`config.mk`:
```
export PLATFORM = sky130hd
export DESIGN_NAME = load_store_unit
export DESIGN_NICKNAME = d
export VERILOG_FILES = /design/src/rtl/load_store_unit.sv
export SDC_FILE = /design/constraint.sdc
export NUM_CORES = 1
export LEC_CHECK = 0
export CORE_MARGIN = 4
export CORE_UTILIZATION = 50
export CTS_BUF_LIST = sky130_fd_sc_hd__clkbuf_16
export CTS_CLUSTER_SIZE = 16
export DETAILED_ROUTE_END_ITERATION = 12
export GPL_TIMING_DRIVEN = 0
export PLACE_DENSITY = 0.88
export SLEW_MARGIN = 20
export SYNTH_ARGS = -nofsm -noshare
export SYNTH_HDL_FRONTEND = slang
export SYNTH_SLANG_ARGS = --single-unit
```
`constraint.sdc`:
```
create_clock -name clk -period 4.8 [get_ports clk]
set_input_delay 0.72 -clock clk [delete_from_list [all_inputs] [get_ports clk]]
set_output_delay 0.72 -clock clk [all_outputs]
set_load 0.01 [all_outputs]
```
`src/rtl/load_store_unit.sv`:
```
// Load/store unit: turns byte/halfword/word requests into aligned word accesses on
// the data memory port. Optional macro LSU_MISALIGN_TRAP_EN turns misaligned accesses into errors.
module load_store_unit #(
  parameter int READ_LATENCY = 1
) (
  input  logic        clk,
  input  logic        reset,
  input  logic        req_valid,
  output logic        req_ready,
  input  logic        req_we,
  input  logic [2:0]  req_funct3,
  input  logic [31:0] req_addr,
  input  logic [31:0] req_wdata,
  output logic        rsp_valid,
  output logic [31:0] rsp_rdata,
  output logic        rsp_err,
  output logic [31:0] mem_a,
  output logic [31:0] mem_wd,
  output logic        mem_we,
  input  logic [31:0] mem_rd
);

  typedef enum logic [2:0] {IDLE, RD_WAIT, WRITE, RMW_RD, RMW_WR, RESP} state_t;

  state_t      state, state_nxt;
  logic [3:0]  cnt;
  logic        we_q, err_q;
  logic [2:0]  f3_q;
  logic [31:0] addr_q, wdata_q, word_q;
  logic        accept, bad_f3, misalign, req_err;
  logic [31:0] byte_sh, half_sh, load_data, lane_mask, lane_data, merged;

  assign accept = req_valid && req_ready;

  always_comb begin
    bad_f3   = req_we ? (req_funct3 > 3'b010)
                      : (req_funct3 == 3'b011 || req_funct3[2:1] == 2'b11);
    misalign = 1'b0;
`ifdef LSU_MISALIGN_TRAP_EN
    // funct3[1:0] = 01 covers LH/LHU/SH, 10 covers LW/SW
    case (req_funct3[1:0])
      2'b01:   misalign = req_addr[0];
      2'b10:   misalign = |req_addr[1:0];
      default: misalign = 1'b0;
    endcase
`endif
    req_err = bad_f3 | misalign;
  end

  always_ff @(posedge clk or negedge reset) begin
    if (!reset) begin
      state   <= IDLE;
      cnt     <= 4'd0;
      we_q    <= 1'b0;
      err_q   <= 1'b0;
      f3_q    <= 3'd0;
      addr_q  <= 32'd0;
      wdata_q <= 32'd0;
      word_q  <= 32'd0;
    end else begin
      state <= state_nxt;
      if (accept) begin
        we_q    <= req_we;
        err_q   <= req_err;
        f3_q    <= req_funct3;
        addr_q  <= req_addr;
        wdata_q <= req_wdata;
        if (state_nxt == RD_WAIT || state_nxt == RMW_RD)
          cnt <= 4'(READ_LATENCY);
      end else if (state == RD_WAIT || state == RMW_RD) begin
        if (cnt != 4'd0)
          cnt <= cnt - 4'd1;
        if (cnt <= 4'd1)
          word_q <= mem_rd;
      end
    end
  end

  always_comb begin
    state_nxt = state;
    case (state)
      IDLE: begin
        if (accept) begin
          if (req_err)                     state_nxt = RESP;
          else if (!req_we)                state_nxt = RD_WAIT;
          else if (req_funct3[1:0] == 2'b10) state_nxt = WRITE;
          else                             state_nxt = RMW_RD;
        end
      end
      RD_WAIT: if (cnt <= 4'd1) state_nxt = RESP;
      RMW_RD:  if (cnt <= 4'd1) state_nxt = RMW_WR;
      WRITE:   state_nxt = RESP;
      RMW_WR:  state_nxt = RESP;
      RESP:    state_nxt = IDLE;
      default: state_nxt = IDLE;
    endcase
  end

  // Lane extraction for loads and lane merge for sub-word stores
  always_comb begin
    byte_sh = word_q >> {addr_q[1:0], 3'b000};
    half_sh = word_q >> {addr_q[1], 4'b0000};
    case (f3_q)
      3'b000:  load_data = {{24{byte_sh[7]}}, byte_sh[7:0]};
      3'b100:  load_data = {24'd0, byte_sh[7:0]};
      3'b001:  load_data = {{16{half_sh[15]}}, half_sh[15:0]};
      3'b101:  load_data = {16'd0, half_sh[15:0]};
      default: load_data = word_q;
    endcase
    if (f3_q[1:0] == 2'b00) begin
      lane_mask = 32'h0000_00FF << {addr_q[1:0], 3'b000};
      lane_data = {4{wdata_q[7:0]}};
    end else begin
      lane_mask = 32'h0000_FFFF << {addr_q[1], 4'b0000};
      lane_data = {2{wdata_q[15:0]}};
    end
    merged = (word_q & ~lane_mask) | (lane_data & lane_mask);
  end

  always_comb begin
    req_ready = (state == IDLE);
    rsp_valid = 1'b0;
    rsp_rdata = 32'd0;
    rsp_err   = 1'b0;
    mem_a     = 32'd0;
    mem_wd    = 32'd0;
    mem_we    = 1'b0;
    case (state)
      RD_WAIT, RMW_RD: mem_a = {addr_q[31:2], 2'b00};
      WRITE: begin
        mem_a  = {addr_q[31:2], 2'b00};
        mem_wd = wdata_q;
        mem_we = 1'b1;
      end
      RMW_WR: begin
        mem_a  = {addr_q[31:2], 2'b00};
        mem_wd = merged;
        mem_we = 1'b1;
      end
      RESP: begin
        rsp_valid = 1'b1;
        rsp_err   = err_q;
        rsp_rdata = (err_q || we_q) ? 32'd0 : load_data;
      end
      default: ;
    endcase
  end

endmodule
```
# == Yosys cells after proc, flatten, opt, wreduce, memory -nomap -nowiden ==
# Cells that the tools add are included.
# op_classes
addsub,1
magnitude_cmp,2
eq_ne,14
shifts,4
mux,22
bitwise,5
reduce_logical,15
# ops
op,n
two-way mux 32 bit,5
case mux 32 bit (4 select lines),1
bitwise AND 32 bit,2
case mux 32 bit (2 select lines),1
NOT 32 bit,1
bitwise OR 32 bit,1
<< shifter 16 x 5 -> 32 bit (first input constant),1
<< shifter 8 x 5 -> 32 bit (first input constant),1
>> shifter 32 x 5 -> 16 bit,1
>> shifter 32 x 5 -> 8 bit,1
two-way mux 4 bit,4
equality test 3 x 2 -> 1 bit (second input constant),4
equality test 3 bit (second input constant),4
two-way mux 3 bit,4
case mux 3 bit (4 select lines),1
equality test 3 x 1 -> 1 bit (second input constant),3
zero test 3 bit,2
AND reduction 3 bit,2
two-way mux 1 bit,5
equality test 2 bit (second input constant),2
less-or-equal comparator 4 x 1 -> 1 bit (second input constant),1
logical OR 1 bit,4
nonzero test 2 bit,2
nonzero test 4 bit,1
9 further kinds,9
# totals
reg_bits,108
input_bits,103

# == Longest topological paths before layout ==
# Gate-level depths: netlist (run 1).
# logic_depth
ltp_word,10
ltp_mapped,7
mapped_depth_nobuf,5

# == Least setup slack after synthesis (run 1) ==
# Ideal clock, no wire load.
# synth_timing
path_type,register to output
from,register state[1]
to,output port rsp_rdata[4]
t_arrival_ps,1845
required_time_ps,4080
slack_ps,2235
stages_incl_launch_ff,7
n_path_buf,3
path_cell_list,dfrtp_1 buf_6 nand3b_4 or3_1 buf_2 clkbuf_1 a2111oi_0
# synth_via
elab_chain_len,2
# synth_rtl
element,line,source
from (decl),25,"state_t state, state_nxt;"
from (signal assigned),61,state <= state_nxt;
equality test 3 bit,128,case (state)
two-way mux 32 bit,128,
to (decl),15,"output logic [31:0] rsp_rdata,"
# Every way passes these cells.

# == Final worst setup path (run 1) ==
# layout_timing
from,register addr_q[1]
to,output port rsp_rdata[0]
# layout_via
elab_chain_len,4
elab_cells_between_ends,5
cone_classes,shift: 2; mux: 3
# layout_rtl
element,line,source
from (decl),29,"logic [31:0] addr_q, wdata_q, word_q;"
from (signal assigned),66,addr_q <= req_addr;
>> shifter 32 x 5 -> 16 bit / >> shifter 32 x 5 -> 8 bit (equally long branches),"102, 101",
case mux 32 bit (4 select lines) (*),103,case (f3_q)
two-way mux 32 bit (*),143,rsp_rdata = (err_q || we_q) ? 32'd0 : load_data;
two-way mux 32 bit (*),128,
# Every way passes the cells marked *; elsewhere a longest branch is shown, timed or not.

==> results of run 1 <==
==> where the power goes <==
group | total, W | switching [W] | internal (W) | leakage [nW]
combinational | 0.00262 | 0.00138 | 0.00124 | 2.36
clock | 0.000773 | 0.000359 | 0.000414 | 0.150
sequential | 0.00175 | 0.000404 | 0.00135 | 1.33
total | 0.00514 | 0.00214 | 0.00300 | 3.84
==> final cells by class <==
cell class	count	area [sq um]	area share, %
multi-input cells	501	2910	34.4
flip-flops and latches	108	2700	32.0
clock inverters	7	82.6	0.978
plain buffers	46	216	2.56
well taps	143	179	2.12
clock buffers	9	225	2.67
inverters	27	101	1.20
repair buffers	201	2030	24.0
==> path summary, 6_finish.rpt <==
kind,start,end,depth (start not counted)
worst max-delay path,addr_q[1],rsp_rdata[0],5
worst min-delay path,reset,word_q[13],1
worst max register to register,cnt[0],word_q[16],6
worst min register to register,addr_q[26],addr_q[26],2
max in group asynchronous,reset,addr_q[11],2
min in group clk,addr_q[26],addr_q[26],2
==> kinds of logic after synthesis <==
group                      synth area share [%]
adders and majority gates                 0.422
other                                    0.0633
xor gates and xnor gates                  0.443
muxes                                      11.6
and+or+nand+nor                            23.3
buffers and inverters                      5.36
DFF                                        45.6
AOI/OAI and AO/OA                          13.2
==> state kept, by name (all words and copies together), names as in the netlist <==
name     cells
addr_q      32
cnt          4
err_q        1
f3_q         3
state        3
wdata_q     32
we_q         1
word_q      32
==> per-stage QoR <==
step	power, W	setup TNS [ns]	instance area (sq um)
2_1_floorplan	0.00325	0	5930
3_3_place_gp	0.00425	-119.01	8110
3_5_place_dp	0.00433	0	8140
4_1_cts	0.00513	0	8450
5_1_grt	0.00548	0	8450
6_report	0.00514	0	8450
==> critical path, cell delays in order, from the launching register on <==
cell             delay (ns)
dfrtp_1                0.38
buf_2                  0.28
clkbuf_1               0.44
o22ai_1                0.16
a2111oi_0              0.67
clkdlybuf4s50_1        0.68
==> per-layer routing <==
layer	track usage, %	up-vias	routed length (um)	part of all wire (%)
li1	-	2685	-	-
met2	46.2	323	8920	46
met5	0	-	0	0
met1	34.7	2667	7360	38
met3	9.97	57	2230	12
met4	11.9	0	750	3.9
==> Yosys cell counts, types with 3 or more instances <==
cell type	number	area, sq um
or3_1	3	18.8
a22o_1	14	123
o22ai_1	7	43.8
nor3b_1	3	22.5
clkbuf_1	27	101
and2_1	31	194
a221oi_1	5	43.8
nor2_1	21	78.8
mux4_2	3	67.6
a21o_1	3	22.5
nand2_1	239	897
o21a_1	4	30.0
a21oi_1	22	110
mux2_2	39	439
a21oi_2	10	87.6
xnor2_1	3	26.3
a2111oi_0	7	61.3
nand2b_1	4	25.0
dfrtp_1	108	2700
buf_4	3	22.5
o211ai_1	5	37.5
buf_2	14	70.1
o21ai_0	28	140
inv_1	27	101
nor3_1	8	40.0
mux2i_1	18	180
==> results.ini, run 1 <==
[routing]
antenna_left=0
vias=5732
drt_pass1_iterations=7
drcViolationCount=0
drt-total-wl_um=19300
vias_per_cell=5.50
wl_per_cell_um=18.5
drt_iter0_drc=420

[layout]
post-route-util_pct=73.3
most-common-layout-cells=nand2_1, clkdlybuf4s50_1, dfrtp_1, mux2_2, and2_1
syn_to_final_growth_pct=42.5
layout_commonest_cell=nand2_1
diodes=0
stdcell_count=1042
fin_nets=999
n_fill_cell=881
drive_gt1_share_pct=10.8

[yosys]
synth.cell_area_sq_um=5930
async_flop_share_pct=100
yosys_register_bits=108
synth_area_per_cell_sq_um=8.70
synthCells=681
yosysWarnings=0
synth-main-ff-cell=dfrtp_1
yosysSeqAreaShare_pct=45.6
yosysUniqueCellTypes=45
synth_edf_count=0

[cts]
numCtsBuffers=9
clockBufferDepth=2
cts.sinks=108
post_cts_resized=0
tritoncts=done
cts.clk_slew.worst_paths_ns=0.07
cts-root-buf=clkbuf_16
clk_latency_ns=0.36
postCtsSetupRepairBufs=0
hold_buffers=0
cts_max_level=3

[die]
start_util_pct=51.5
dieArea_sq_um=13700
ios=203
coreArea_sq_um=11500
die_w_um=117
fp.dieH_um=117
fp-row-count=39

[timing]
rsz0062_at_grt=false
finClkSkew_ns=0.00646
fin_crit_sh_pct=76.6
slew_headroom_pct=46.7
setup_viol=0
hold_violations=0
worst_slack_ns=1.12
fin_crit_ns=3.68
drv_slew=0
fin_hold_ws_ns=0.301
worst_pin_slew_ns=0.797
fmax_mhz=272

[flow_run]
cap_violations=0

[grt]
grt_max_degree=56
grt.overflow.total=0
grt_pass1_vias=5683
track_usage_pct=28.5
antenna_found_initial=0
grt_pass1_wl_um=29600

[setup_path]
r2r_slack_ns=2.38
cp_max_fo=10
crit_required_ns=4.08
crit_type=reg -> out
crit_path_end_kind=output pin
worstPathArrival_ns=2.96
start_kind=flip-flop

[placement]
place_congestion=1.02
io_buffers=200
dp_slack_ns=1.56
placed_cells=1026
dpl.hpwl_um=14800

[power]
cellLeakagePower_nw=3.84
ir_drop_v=0.000350
p_per_area_nw_per_um2=609

[status]
status=complete, no violations

[worst_hold_path]
hold_class=in -> async

Note: power is estimated with default switching activity, not from simulation.
==> run 2, diff against run 1 <==
--- a/config.mk
+++ b/config.mk
@@ -6,12 +6,12 @@
 export NUM_CORES = 1
 export LEC_CHECK = 0
 export CORE_MARGIN = 4
-export CORE_UTILIZATION = 50
+export CORE_UTILIZATION = 46
 export CTS_BUF_LIST = sky130_fd_sc_hd__clkbuf_16
 export CTS_CLUSTER_SIZE = 16
 export DETAILED_ROUTE_END_ITERATION = 12
 export GPL_TIMING_DRIVEN = 0
-export PLACE_DENSITY = 0.88
+export PLACE_DENSITY = 0.82
 export SLEW_MARGIN = 20
 export SYNTH_ARGS = -nofsm -noshare
 export SYNTH_HDL_FRONTEND = slang
==> constraint.sdc (replaced) <==
create_clock -name clk -period 3.6 [get_ports clk]
set_input_delay 0.54 -clock clk [delete_from_list [all_inputs] [get_ports clk]]
set_output_delay 0.54 -clock clk [all_outputs]
set_load 0.01 [all_outputs]
==> run 2 against run 1 <==
Against the previous run: die area increased by 8.1%; flip-flop and latch count unchanged; total power is 34% higher; critical path type unchanged; combinational power increased by 34%; highest routed layer unchanged; via count is 0.84% lower.
==> results.ini, run 2 (synthesized netlist as in run 1, its figures left out) <==
[status]
status=complete, no violations  ; unchanged

[routing]
drt-total-wl_um=19200  ; was 19300 um
drt_pass1_iterations=5  ; was 7
drcViolationCount=0  ; unchanged
wl_per_cell_um=17.9  ; was 18.5 um
antenna_left=0  ; unchanged
vias=5684  ; was 5732
drt_iter0_drc=520  ; was 420
vias_per_cell=5.31  ; was 5.50

[timing]
finClkSkew_ns=0.00800  ; was 0.00646 ns
rsz0062_at_grt=false  ; unchanged
setup_viol=0  ; unchanged
fin_crit_ns=3.48
hold_violations=0  ; unchanged
fin_crit_sh_pct=96.6
worst_slack_ns=0.123  ; was 1.12 ns
drv_slew=0  ; unchanged
fmax_mhz=288
slew_headroom_pct=39.5  ; was 46.7%
worst_pin_slew_ns=0.906  ; was 0.797 ns

[die]
die_w_um=122  ; was 117 um
fp.dieH_um=122  ; was 117 um
dieArea_sq_um=14800  ; was 13700 sq um
coreArea_sq_um=12600  ; was 11500 sq um
ios=203  ; unchanged
fp-row-count=41  ; was 39
start_util_pct=47.0  ; was 51.5%

[setup_path]
worstPathArrival_ns=2.94  ; was 2.96 ns
r2r-end=word_q[10]  ; was word_q[16]
start_kind=flip-flop  ; unchanged
crit_path_end_kind=output pin  ; unchanged
rr_worst_depth=6  ; unchanged
cp_max_fo=10  ; unchanged
crit_required_ns=3.06  ; was 4.08 ns
r2r_slack_ns=1.29  ; was 2.38 ns
r2r_start=cnt[0]  ; unchanged
crit_type=reg -> out  ; unchanged

[layout]
syn_to_final_growth_pct=43.4  ; was 42.5%
layout_commonest_cell=nand2_1  ; unchanged
fin_nets=999  ; unchanged
n_fill_cell=1044  ; was 881
reg_top3=addr_q: 32 flops, wdata_q: 32 flops, word_q: 32 flops  ; unchanged
diodes=0  ; unchanged
most-common-layout-cells=nand2_1, clkdlybuf4s50_1, dfrtp_1, mux2_2, and2_1  ; unchanged
drive_gt1_share_pct=10.8  ; unchanged
post-route-util_pct=67.4  ; was 73.3%

[power]
p_per_area_nw_per_um2=811  ; was 609 nW/um^2
switching_share_pct=41.8  ; was 41.6%
seqPwrFrac_pct=33.9  ; was 34.0%
internal-power_w=0.00401  ; was 0.00300 W
cellLeakagePower_nw=3.85  ; was 3.84 nW
ir_drop_v=0.000599  ; was 0.000350 V
power_switching_w=0.00288  ; was 0.00214 W
p_comb_share_pct=50.7  ; was 51.0%
clockPowerShare_pct=15.3  ; was 15.0%

[cts]
cts_max_level=3  ; unchanged
clockBufferDepth=2  ; unchanged
cts.clk_slew.worst_paths_ns=0.07  ; about the same
cts-root-buf=clkbuf_16  ; unchanged
clk_latency_ns=0.36  ; about the same
tritoncts=done  ; unchanged
hold_buffers=0  ; unchanged
cts.sinks=108  ; unchanged
numCtsBuffers=9  ; unchanged
postCtsSetupRepairBufs=0  ; unchanged

[placement]
io_buffers=200  ; unchanged
dp_slack_ns=0.484  ; was 1.56 ns
place_congestion=0.952  ; was 1.02
dpl.hpwl_um=14800  ; about the same

[grt]
track_usage_pct=26.4  ; was 28.5%
grt.overflow.total=0  ; unchanged
grt_pass1_vias=5661  ; was 5683
grt_max_degree=71  ; was 56
antenna_found_initial=0  ; unchanged
grt_pass1_wl_um=29900  ; was 29600 um

[worst_hold_path]
hold_class=in -> async  ; unchanged

[flow_run]
cap_violations=0  ; unchanged

[run 2: area by class of cell]
class / instances / area, sq um / share of cell area, %
Multi-Input combinational cell: 501 / 2910 / 34.3
Sequential cell: 108 / 2700 / 31.8
Timing Repair Buffer: 201 / 2030 / 23.9
Clock buffer: 9 / 225 / 2.65
Buffer: 46 / 216 / 2.55
Tap cell: 172 / 215 / 2.53
Inverter: 27 / 101 / 1.19
Clock inverter: 7 / 95.1 / 1.12
[run 2: routing by layer]
layer,global-route usage (%),up-vias,wire length (um)
li1,-,2686,-
met1,33.7,2702,7830
met2,44.0,267,9220
met3,8.02,29,1820
met4,6.93,0,337
met5,0,-,0
[run 2: how the worst max path moves through the flow]
stage / end / slack [ns] / from
floorplan: rsp_rdata[4] / 1.21 / state[1]
global placement: addr_q[8] / -2.10 / reset
detailed placement: rsp_rdata[0] / 0.48 / addr_q[1]
CTS: rsp_rdata[0] / 0.09 / addr_q[1]
global route: rsp_rdata[0] / 0.03 / addr_q[1]
finish: rsp_rdata[3] / 0.12 / addr_q[1]
[run 2: what timing repair did]
action,CTS,global route
setup endpoints to repair,0,3
endpoints found under the hold margin,0,0
gates resized for setup,0,3
[run 2: power by group through the flow]
stage | clock, W | combinational, W | sequential, W
2_1_floorplan | 0 | 0.00222 | 0.00211
3_3_place_gp | 0 | 0.00339 | 0.00231
3_5_place_dp | 0 | 0.00346 | 0.00234
4_1_cts | 0.00108 | 0.00349 | 0.00232
5_1_grt | 0.00113 | 0.00383 | 0.00240
6_report | 0.00106 | 0.00350 | 0.00234
[run 2: critical path, cell delays in order, from the launching register on]
cell and delay [ns]:
dfrtp_1 0.37, buf_2 0.27, clkbuf_1 0.44, o22ai_1 0.17
a2111oi_0 0.66, clkdlybuf4s50_1 0.66
[run 2: metrics by stage]
stage	TNS [ns]	hold WS [ns]	total power [W]	area (sq um)	instances
5_1_grt	0	0.0975	0.00736	8500	1071
3_5_place_dp	0	0.454	0.00580	8180	1055
2_1_floorplan	0	0.244	0.00433	5930	682
4_1_cts	0	0.0828	0.00689	8500	1071
3_3_place_gp	-225.39	0.448	0.00570	8150	1054
6_report	0	0.0795	0.00689	8500	1071
